## src/rtl/serial_out_pkg.sv

```systemverilog
// Shared types and defaults for the serial output arbiter: FSM state encoding,
// default field widths and elaboration-time width helpers.
package serial_out_pkg;

  typedef enum logic [1:0] {
    ST_IDLE = 2'd0,
    ST_LOAD = 2'd1,
    ST_SEND = 2'd2,
    ST_GAP  = 2'd3
  } state_t;

  localparam int DEF_SIZE_A = 7;
  localparam int DEF_SIZE_D = 8;
  // Frame on the wire: '0' + A + 'Z' + D + 'Z' + '0'
  localparam int DEF_FRAME_LEN = 1 + DEF_SIZE_A + 1 + DEF_SIZE_D + 1 + 1;

  function automatic int clog2(input int value);
    int r;
    r = 0;
    while ((1 << r) < value) r++;
    return r;
  endfunction

  // Index width that never collapses to zero bits for a single requester.
  function automatic int idx_width(input int n);
    return (n > 1) ? clog2(n) : 1;
  endfunction

endpackage

```

## src/rtl/serial_out_arbiter_if.sv

```systemverilog
// Requester-side bus of the serial output arbiter: request/field inputs,
// acknowledge and the registered frame outputs toward the serial buffer.
interface serial_out_arbiter_if
  import serial_out_pkg::*;
#(
  parameter int NUM_REQ = 4,
  parameter int SIZE_A  = DEF_SIZE_A,
  parameter int SIZE_D  = DEF_SIZE_D
);
  localparam int IDX_W = idx_width(NUM_REQ);

  logic                       enable;
  logic [NUM_REQ-1:0]         req;
  logic [NUM_REQ*SIZE_A-1:0]  req_a;
  logic [NUM_REQ*SIZE_D-1:0]  req_d;
  logic [NUM_REQ-1:0]         ack;
  logic                       go;
  logic [SIZE_A-1:0]          a_out;
  logic [SIZE_D-1:0]          d_out;
  logic [IDX_W-1:0]           grant_id;
  logic                       busy;
  logic                       frame_done;

  modport master (
    output enable, req, req_a, req_d,
    input  ack, go, a_out, d_out, grant_id, busy, frame_done
  );

  modport slave (
    input  enable, req, req_a, req_d,
    output ack, go, a_out, d_out, grant_id, busy, frame_done
  );

endinterface

```

## src/rtl/rr_arbiter.sv

```systemverilog
// Combinational round-robin pick: first set request at or after rr_ptr,
// ascending with wrap-around.
module rr_arbiter
  import serial_out_pkg::*;
#(
  parameter int NUM_REQ = 4,
  parameter int IDX_W   = idx_width(NUM_REQ)
) (
  input  logic [NUM_REQ-1:0] req,
  input  logic [IDX_W-1:0]   rr_ptr,
  output logic [NUM_REQ-1:0] grant,
  output logic [IDX_W-1:0]   grant_idx,
  output logic               any_grant
);

  logic [IDX_W-1:0] idx;

  always_comb begin
    grant     = '0;
    grant_idx = '0;
    any_grant = 1'b0;
    idx       = '0;
    for (int k = 0; k < NUM_REQ; k++) begin
      idx = IDX_W'((int'(rr_ptr) + k) % NUM_REQ);
      if (!any_grant && req[idx]) begin
        any_grant      = 1'b1;
        grant[idx]     = 1'b1;
        grant_idx      = idx;
      end
    end
  end

endmodule

```

## src/rtl/serial_out_arbiter.sv

```systemverilog
// Shares one serial output buffer among NUM_REQ requesters: round-robin grant,
// field capture, go/ack pulse, frame timing and inter-frame gap.
module serial_out_arbiter
  import serial_out_pkg::*;
#(
  parameter int NUM_REQ    = 4,
  parameter int SIZE_A     = DEF_SIZE_A,
  parameter int SIZE_D     = DEF_SIZE_D,
  parameter int FRAME_LEN  = DEF_FRAME_LEN,
  parameter int GAP_CYCLES = 2
) (
  input  logic                 clk_in,
  input  logic                 reset,
  serial_out_arbiter_if.slave  bus
);

  localparam int IDX_W   = idx_width(NUM_REQ);
  localparam int CNT_MAX = (FRAME_LEN > GAP_CYCLES) ? FRAME_LEN : GAP_CYCLES;
  localparam int CNT_W   = clog2(CNT_MAX + 1);

  typedef logic [CNT_W-1:0] cnt_t;

  state_t             state, state_nx;
  cnt_t               cnt, cnt_nx;
  logic [IDX_W-1:0]   rr_ptr, rr_ptr_nx;
  logic [IDX_W-1:0]   grant_id_q, grant_id_nx;
  logic [IDX_W-1:0]   win_idx;
  logic [NUM_REQ-1:0] win_onehot;
  logic               win_any;
  logic [NUM_REQ-1:0] ack_q, ack_nx;
  logic               go_q, go_nx;
  logic               busy_q, busy_nx;
  logic               done_q, done_nx;
  logic [SIZE_A-1:0]  a_q, a_nx;
  logic [SIZE_D-1:0]  d_q, d_nx;

  logic [SIZE_A-1:0]  a_field [NUM_REQ];
  logic [SIZE_D-1:0]  d_field [NUM_REQ];

  for (genvar g = 0; g < NUM_REQ; g++) begin : g_fields
    assign a_field[g] = bus.req_a[g*SIZE_A +: SIZE_A];
    assign d_field[g] = bus.req_d[g*SIZE_D +: SIZE_D];
  end

  rr_arbiter #(
    .NUM_REQ (NUM_REQ),
    .IDX_W   (IDX_W)
  ) u_rr (
    .req       (bus.req),
    .rr_ptr    (rr_ptr),
    .grant     (win_onehot),
    .grant_idx (win_idx),
    .any_grant (win_any)
  );

  // Next-state and next-output logic; every output is registered, so the
  // pulses are decided one cycle ahead from the state being entered.
  always_comb begin
    state_nx    = state;
    cnt_nx      = cnt;
    rr_ptr_nx   = rr_ptr;
    grant_id_nx = grant_id_q;
    a_nx        = a_q;
    d_nx        = d_q;
    ack_nx      = '0;
    go_nx       = 1'b0;
    done_nx     = 1'b0;

    case (state)
      ST_IDLE: begin
        if (bus.enable && win_any) begin
          state_nx    = ST_LOAD;
          go_nx       = 1'b1;
          ack_nx      = win_onehot;
          grant_id_nx = win_idx;
          a_nx        = a_field[win_idx];
          d_nx        = d_field[win_idx];
          rr_ptr_nx   = (int'(win_idx) == NUM_REQ - 1) ? '0
                                                       : IDX_W'(int'(win_idx) + 1);
        end
      end
      ST_LOAD: begin
        state_nx = ST_SEND;
        cnt_nx   = cnt_t'(FRAME_LEN);
      end
      ST_SEND: begin
        if (cnt == cnt_t'(1)) begin
          state_nx = ST_GAP;
          cnt_nx   = cnt_t'(GAP_CYCLES);
          done_nx  = 1'b1;
        end else begin
          cnt_nx = cnt - cnt_t'(1);
        end
      end
      ST_GAP: begin
        if (cnt == cnt_t'(1)) begin
          state_nx = ST_IDLE;
          cnt_nx   = '0;
        end else begin
          cnt_nx = cnt - cnt_t'(1);
        end
      end
      default: begin
        state_nx = ST_IDLE;
        cnt_nx   = '0;
      end
    endcase

    busy_nx = (state_nx != ST_IDLE);
  end

  always_ff @(posedge clk_in or posedge reset) begin
    if (reset) begin
      state      <= ST_IDLE;
      cnt        <= '0;
      rr_ptr     <= '0;
      grant_id_q <= '0;
      a_q        <= '0;
      d_q        <= '0;
      ack_q      <= '0;
      go_q       <= 1'b0;
      busy_q     <= 1'b0;
      done_q     <= 1'b0;
    end else begin
      state      <= state_nx;
      cnt        <= cnt_nx;
      rr_ptr     <= rr_ptr_nx;
      grant_id_q <= grant_id_nx;
      a_q        <= a_nx;
      d_q        <= d_nx;
      ack_q      <= ack_nx;
      go_q       <= go_nx;
      busy_q     <= busy_nx;
      done_q     <= done_nx;
    end
  end

  assign bus.ack        = ack_q;
  assign bus.go         = go_q;
  assign bus.a_out      = a_q;
  assign bus.d_out      = d_q;
  assign bus.grant_id   = grant_id_q;
  assign bus.busy       = busy_q;
  assign bus.frame_done = done_q;

endmodule

```

## src/flat_wrapper.sv

```systemverilog
// flat-port wrapper written by rule: the top's interface ports become plain ports
module serial_out_arbiter_flat import serial_out_pkg::*;
#(
  parameter int NUM_REQ    = 4,
  parameter int SIZE_A     = DEF_SIZE_A,
  parameter int SIZE_D     = DEF_SIZE_D,
  parameter int FRAME_LEN  = DEF_FRAME_LEN,
  parameter int GAP_CYCLES = 2
)
  (clk_in, reset, bus_enable, bus_req, bus_req_a, bus_req_d, bus_ack, bus_go, bus_a_out, bus_d_out, bus_grant_id, bus_busy, bus_frame_done);
  serial_out_arbiter_if #(.NUM_REQ(NUM_REQ), .SIZE_A(SIZE_A), .SIZE_D(SIZE_D)) bus_i ();
  input  logic clk_in;
  input  logic reset;
  input wire logic [$bits(bus_i.enable)-1:0] bus_enable;
  input wire logic [$bits(bus_i.req)-1:0] bus_req;
  input wire logic [$bits(bus_i.req_a)-1:0] bus_req_a;
  input wire logic [$bits(bus_i.req_d)-1:0] bus_req_d;
  output wire logic [$bits(bus_i.ack)-1:0] bus_ack;
  output wire logic [$bits(bus_i.go)-1:0] bus_go;
  output wire logic [$bits(bus_i.a_out)-1:0] bus_a_out;
  output wire logic [$bits(bus_i.d_out)-1:0] bus_d_out;
  output wire logic [$bits(bus_i.grant_id)-1:0] bus_grant_id;
  output wire logic [$bits(bus_i.busy)-1:0] bus_busy;
  output wire logic [$bits(bus_i.frame_done)-1:0] bus_frame_done;
  assign bus_i.enable = bus_enable;
  assign bus_i.req = bus_req;
  assign bus_i.req_a = bus_req_a;
  assign bus_i.req_d = bus_req_d;
  assign bus_ack = bus_i.ack;
  assign bus_go = bus_i.go;
  assign bus_a_out = bus_i.a_out;
  assign bus_d_out = bus_i.d_out;
  assign bus_grant_id = bus_i.grant_id;
  assign bus_busy = bus_i.busy;
  assign bus_frame_done = bus_i.frame_done;
  serial_out_arbiter #(.NUM_REQ(NUM_REQ), .SIZE_A(SIZE_A), .SIZE_D(SIZE_D), .FRAME_LEN(FRAME_LEN), .GAP_CYCLES(GAP_CYCLES)) u_core (.clk_in(clk_in), .reset(reset), .bus(bus_i));
endmodule
```

## config.mk

```make
export PLATFORM = sky130hd
export DESIGN_NAME = serial_out_arbiter_flat
export DESIGN_NICKNAME = d
export VERILOG_FILES = /design/src/rtl/serial_out_pkg.sv /design/src/rtl/serial_out_arbiter_if.sv /design/src/rtl/rr_arbiter.sv /design/src/rtl/serial_out_arbiter.sv /design/src/flat_wrapper.sv
export SDC_FILE = /design/constraint.sdc
export NUM_CORES = 1
export LEC_CHECK = 0
export CAP_MARGIN = 0
export CORE_MARGIN = 10
export CORE_UTILIZATION = 46
export CTS_CLUSTER_SIZE = 40
export DETAILED_ROUTE_END_ITERATION = 10
export PLACE_DENSITY = 0.81
export SLEW_MARGIN = 40
export SYNTH_ARGS = -nofsm -noshare
export SYNTH_HDL_FRONTEND = slang
export SYNTH_SLANG_ARGS = --single-unit
export TNS_END_PERCENT = 30
```

## constraint.sdc

```tcl
create_clock -name clk_in -period 3.75 [get_ports clk_in]
set_input_delay 0.375 -clock clk_in [delete_from_list [all_inputs] [get_ports clk_in]]
set_output_delay 0.375 -clock clk_in [all_outputs]
set_load 0.05 [all_outputs]
```

==> impl_metrics.ini, run 1 <==
[setup_path]
rrSetupSlack_ns = 0.51
cpLargestDelayFamily = compound AO/OA/AOI/OAI gates
cp-start-kind = flip-flop
crit_fanout = 17
path_cells = buf_4 -> inv_1 -> ha_1 -> nand2b_1 -> a21o_1 -> and2_4 -> a2bb2oi_2 -> buf_4 -> mux2i_1 -> o311ai_0
reg2reg_depth = 10
critPathArrivalTime_ns = 3.40
r2r_start = u_core.rr_ptr[0]$_DFFE_PP0P_
setup.worst_path.class = flip-flop to flip-flop
required_ns = 3.91
cp_common_cell = buf_4
max_stage_delay_ns = 0.49
slowest_stage = ha_1
r2r_end = u_core.bus.a_out[2]$_DFFE_PP0P_
critPathBufInv = 3
end_kind = flip-flop

[final_layout]
antenna_cells = 0
nets = 469
area_delta_synth_final_pct = 36.5
layout-drive-gt1-share_pct = 6.87
fin_util_pct = 65.3
final.fill_count = 461

[detailed_routing]
drc = 0
viasPerCell = 6.09
wirelength_um = 8690
postRouteAntennaNets = 0
num_vias = 2832
drtIter0Drc = 285
wl_per_cell_um = 18.7
dr.pass1.iters = 4

[timing]
finalCritPeriodShare_pct = 86.4
finalHoldViolations = 0
final_max_slew_viol_count = 0
rsz0062_at_grt = no
setup_tns_ns = 0
setup_violations = 0
fmax_mhz = 309
fin_skew_ns = 0.00639
worst_pin_slew_ns = 0.670
fin_crit_ns = 3.24
relSlewSlack_pct = 55.2

[die]
die_y_um = 96.2
start_util_pct = 47.9
coreArea_um2 = 5570
rows = 27
die_w_um = 96.2
die_area_um2 = 9240
io-pin-count = 91

[synth]
netlist_instances = 320
synth_top_area_share_pct = 31.0
synthDistinctLibCells = 46
avgSynthCellArea_um2 = 8.34
synth_seq_area_share_pct = 31.0
synthFlopType = dfrtp_1
yosysTopAreaCell = dfrtp_1
synth_area_um2 = 2670
yosysMostFrequentCell = nand2_1
synth_edf_count = 0
yosys-top-cells-area = dfrtp_1 (31%), o211ai_1 (8.4%), mux2i_1 (6.4%), nand3_1 (6.0%), nand2_1 (5.9%)
yosysWarningCount = 0
yosys-top-cells-count = nand2_1 (42), dfrtp_1 (33), nand3_1 (32)
syn-num-nets = 397
synthArstFlopShare_pct = 100
synth_seq_cells = 33

[cts]
ctsResizeCount = 0
clk_pin_slew_ns = 0.07
cts_buffer_depth = 2
cts_hold_buf = 0
cts-htree-levels = 2
postCtsSetupRepairBufs = 0
cts.sinks = 33
cts_tree = built
clk_latency_ns = 0.28
cts_buffers = 5
cts_root_buffer = clkbuf_8

[global_route]
grt_antenna_before_repair = 0
track_usage_pct = 17.8
grt_overflow = 0
grt_pass1_vias = 2605
grt_max_degree = 41
grt_pass1_wl_um = 13300

[outcome]
status = completed

[pwr]
powerDensity_nw_per_um2 = 716
p_leak_nw = 1.52
irDropWorstVdd_mv = 0.345

[place]
gp_congestion = 0.898
port_buffers = 90
hpwl_um = 6480

[flow_run]
max_cap_viol_count = 0

[worst_hold_path]
hold_class = primary input to async pin
how the worst max path moves through the flow:
| stage | startpoint | endpoint | slack (ns) | cells after the start |
|---|---|---|---|---|
| 2_1_floorplan | u_core.rr_ptr[0]$_DFFE_PP0P_ | u_core.bus.a_out[6]$_DFFE_PP0P_ | 0.80 | 14 |
| 3_3_place_gp | u_core.rr_ptr[0]$_DFFE_PP0P_ | u_core.bus.d_out[0]$_DFFE_PP0P_ | 0.68 | 10 |
| 3_5_place_dp | u_core.rr_ptr[0]$_DFFE_PP0P_ | u_core.bus.a_out[2]$_DFFE_PP0P_ | 0.57 | 10 |
| 4_1_cts | u_core.rr_ptr[0]$_DFFE_PP0P_ | u_core.bus.a_out[2]$_DFFE_PP0P_ | 0.53 | 10 |
| 5_1_grt | u_core.rr_ptr[0]$_DFFE_PP0P_ | u_core.bus.d_out[0]$_DFFE_PP0P_ | 0.33 | 10 |
| 6_report | u_core.rr_ptr[0]$_DFFE_PP0P_ | u_core.bus.a_out[2]$_DFFE_PP0P_ | 0.51 | 10 |
worst min-delay path, delay by kind of cell:
kind | cells | cell delay (ns)
buffers and inverters | 3 | 0.80
cells by family (layout without fill, tap and decap cells):
kind of cell / after synthesis / in the layout / share of synthesized area [%]
compound gates: 86 / 86 / 23.5
xor+xnor: 3 / 3 / 0.985
fa+ha+maj: 10 / 10 / 4.69
buf+inv: 42 / 115 / 7.79
flops: 33 / 33 / 31.0
mux: 21 / 21 / 9.33
simple gates: 125 / 125 / 22.7
per-stage QoR:
step           hold slack, ns  std cells  power (W)  setup WS, ns  instance area, um^2
2_1_floorplan           0.473        320    0.00191         0.800                 2670
3_3_place_gp            0.468        457    0.00230         0.678                 3550
3_5_place_dp            0.478        457    0.00235         0.571                 3560
4_1_cts                 0.492        465    0.00260         0.532                 3640
5_1_grt                 0.504        465    0.00278         0.329                 3640
6_report                0.479        465    0.00261         0.509                 3640
cell type report:
cell class | count | area, um^2 | area share (%)
tap | 72 | 90.1 | 2.47
inverter | 8 | 30.0 | 0.825
timing repair buffer | 99 | 968 | 26.6
clock buffer | 8 | 80.1 | 2.20
sequential | 33 | 826 | 22.7
multi-input combinational | 245 | 1650 | 45.2
state kept, by name, summed over array words and instances (netlist names):
name	cells
u_core.bus.busy	1
u_core.bus.ack	4
u_core.bus.d_out	8
u_core.bus.grant_id	2
u_core.bus.frame_done	1
u_core.bus.go	1
u_core.state	2
u_core.rr_ptr	2
u_core.bus.a_out	7
u_core.cnt	5
routing by layer:
metal  up-vias  routed length (um)  global-route usage, %
met5         -                   0                      0
met4         0                 106                   5.65
met3         9                 765                   4.59
met2       138                4210                   27.9
met1      1341                3600                   23.5
li1       1344                   -                      -
report_power, final:
group          internal (W)  switching, W  total [W]
clock network      0.000132      0.000119   0.000251
registers          0.000495      0.000107   0.000602
logic              0.000661       0.00109    0.00176
total               0.00129       0.00132    0.00261
placed cells by master (no fill, tap or decap), types with 2 or more instances in the layout:
| cell | n |
|---|---|
| buf_4 | 9 |
| nand2_1 | 42 |
| and2_4 | 2 |
| nand4_1 | 16 |
| mux2i_1 | 17 |
| ha_1 | 10 |
| or2_2 | 2 |
| clkdlybuf4s50_1 | 90 |
| o21ai_0 | 17 |
| o311ai_1 | 12 |
| mux4_2 | 3 |
| inv_1 | 7 |
| o211ai_1 | 30 |
| clkbuf_8 | 5 |
| xnor2_1 | 3 |
| nor3_1 | 2 |
| a21o_1 | 3 |
| nand3_1 | 32 |
| a22oi_1 | 5 |
| nor2_2 | 2 |
| clkbuf_1 | 3 |
| a22o_1 | 2 |
| and3_1 | 2 |
| nand2b_1 | 3 |
| o311ai_0 | 3 |
| a221oi_1 | 4 |
| nor2_1 | 17 |
| dfrtp_1 | 33 |
No activity file was read; power rests on OpenSTA's default activity.
==> run 2: changes to the inputs <==
==> constraint.sdc (replaced) <==
create_clock -name clk_in -period 3.75 [get_ports clk_in]
set_input_delay 0.75 -clock clk_in [delete_from_list [all_inputs] [get_ports clk_in]]
set_output_delay 0.75 -clock clk_in [all_outputs]
set_load 0.05 [all_outputs]
==> run 2 against run 1 <==
Final area grew 2.2%. Clock power grew 41%. Largest power group unchanged. Non-clock buffer count grew 4. Register-to-register slack gained 0.12 ns. Global-route usage grew 0.52 points. Clock skew grew 0.0016 ns. Cell count grew 0.86%. Utilization grew 1.5 points.
==> impl_metrics.ini, run 2 (synthesized netlist as in run 1, its figures left out) <==
[detailed_routing]
num_vias = 2789
dr.pass1.iters = 5
viasPerCell = 5.95
drc = 0
postRouteAntennaNets = 0
wirelength_um = 8540
drtIter0Drc = 151
wl_per_cell_um = 18.2

[outcome]
status = completed

[setup_path]
setup.worst_path.class = primary input to flip-flop
end_kind = flip-flop
r2r_start = u_core.rr_ptr[1]$_DFFE_PP0P_
critPathArrivalTime_ns = 3.35
startpoint = bus_req[0]
reg2reg_depth = 9
crit_fanout = 12
required_ns = 3.94
cp-start-kind = primary input

[global_route]
grt_max_degree = 41
grt_antenna_before_repair = 0
grt_pass1_vias = 2661
track_usage_pct = 18.4
grt_pass1_wl_um = 13700
grt_overflow = 0

[timing]
worst_pin_slew_ns = 0.725
finalHoldViolations = 0
rsz0062_at_grt = no
finalWorstSetupSlack_ns = 0.582
setup_tns_ns = 0
final_max_slew_viol_count = 0
fin_skew_ns = 0.00803
fmax_mhz = 316
relSlewSlack_pct = 51.5
fin_crit_ns = 3.17
finalCritPeriodShare_pct = 84.5
setup_violations = 0

[cts]
clk_pin_slew_ns = 0.07
cts_root_buffer = clkbuf_8
cts_buffers = 5
cts_tree = built
ctsResizeCount = 0
cts.sinks = 33
clk_latency_ns = 0.30
postCtsSetupRepairBufs = 0
cts_hold_buf = 0
cts_buffer_depth = 2
cts-htree-levels = 2

[pwr]
p_leak_nw = 1.56
finalPower_w = 0.00273
irDropWorstVdd_mv = 0.404
powerDensity_nw_per_um2 = 733

[final_layout]
antenna_cells = 0
nets = 473
area_delta_synth_final_pct = 39.5
final_common_cell = clkdlybuf4s50_1
multi_input_area_um2 = 1660
final.fill_count = 480
seqCellArea_um2 = 826
final_cell_mix = clkdlybuf4s50_1 (90), nand2_1 (42), dfrtp_1 (33)
layout-drive-gt1-share_pct = 8.56
largest_reg_flops = 8

[die]
die_w_um = 96.2
rows = 27
io-pin-count = 91
die_area_um2 = 9240
start_util_pct = 47.9
coreArea_um2 = 5570
die_y_um = 96.2

[worst_hold_path]
whs_path_depth = 2
hold_start = u_core.bus.grant_id[0]$_DFFE_PP0P_
hold_class = flip-flop to flip-flop

[flow_run]
max_cap_viol_count = 0

[place]
port_buffers = 90
hpwl_um = 6490
dp_worst_setup_slack_ns = 0.277
gp_congestion = 0.878
-- run 2: layout make-up --
class | count | area share [%]
multi-input combinational | 245 | 44.5
inverter | 8 | 0.807
tap | 72 | 2.42
timing repair buffer | 103 | 26.8
clock buffer | 6 | 2.22
clock inverter | 2 | 1.01
sequential | 33 | 22.2
-- run 2: metrics by stage --
step / cell area (um^2) / utilization [%] / hold WS [ns] / instances
2_1_floorplan: 2670 / - / 0.473 / 320
3_3_place_gp: 3580 / 64.3 / 0.467 / 461
3_5_place_dp: 3600 / 64.6 / 0.467 / 461
4_1_cts: 3720 / 66.8 / 0.485 / 469
5_1_grt: 3720 / 66.8 / 0.511 / 469
6_report: 3720 / 66.8 / 0.485 / 469
-- run 2: critical path: stages --
cell and delay (ns):
clkdlybuf4s50_1 0.54, mux4_2 0.60, nor2b_1 0.36, nor2_2 0.10, o21ai_2 0.43, buf_4 0.27
o211ai_1 0.15, o311ai_1 0.13
-- run 2: per-layer routing --
metal | part of all wire [%] | GRT usage (%) | vias up | wire length (um)
met5 | 0 | 0 | - | 0
met4 | 1.5 | 6.27 | 0 | 129
met3 | 6.5 | 2.96 | 10 | 553
met2 | 49 | 29.3 | 113 | 4200
met1 | 43 | 24.6 | 1312 | 3660
li1 | - | - | 1354 | -
-- run 2: power by group --
part	internal (W)	switching (W)	leakage [nW]
combinational	0.000695	0.00109	1.09
clock	0.000216	0.000138	0.0574
sequential	0.000495	0.0000969	0.412
-- run 2: path summary, 6_finish.rpt --
check | slack, ns | to
worst max-delay path | 0.58 | u_core.bus.d_out[5]$_DFFE_PP0P_
worst min-delay path | 0.49 | u_core.bus.grant_id[0]$_DFFE_PP0P_
worst max register to register | 0.63 | u_core.bus.d_out[5]$_DFFE_PP0P_
worst min register to register | 0.49 | u_core.bus.grant_id[0]$_DFFE_PP0P_
max in group asynchronous | 2.61 | u_core.bus.d_out[0]$_DFFE_PP0P_
min in group asynchronous | 0.84 | u_core.bus.d_out[1]$_DFFE_PP0P_
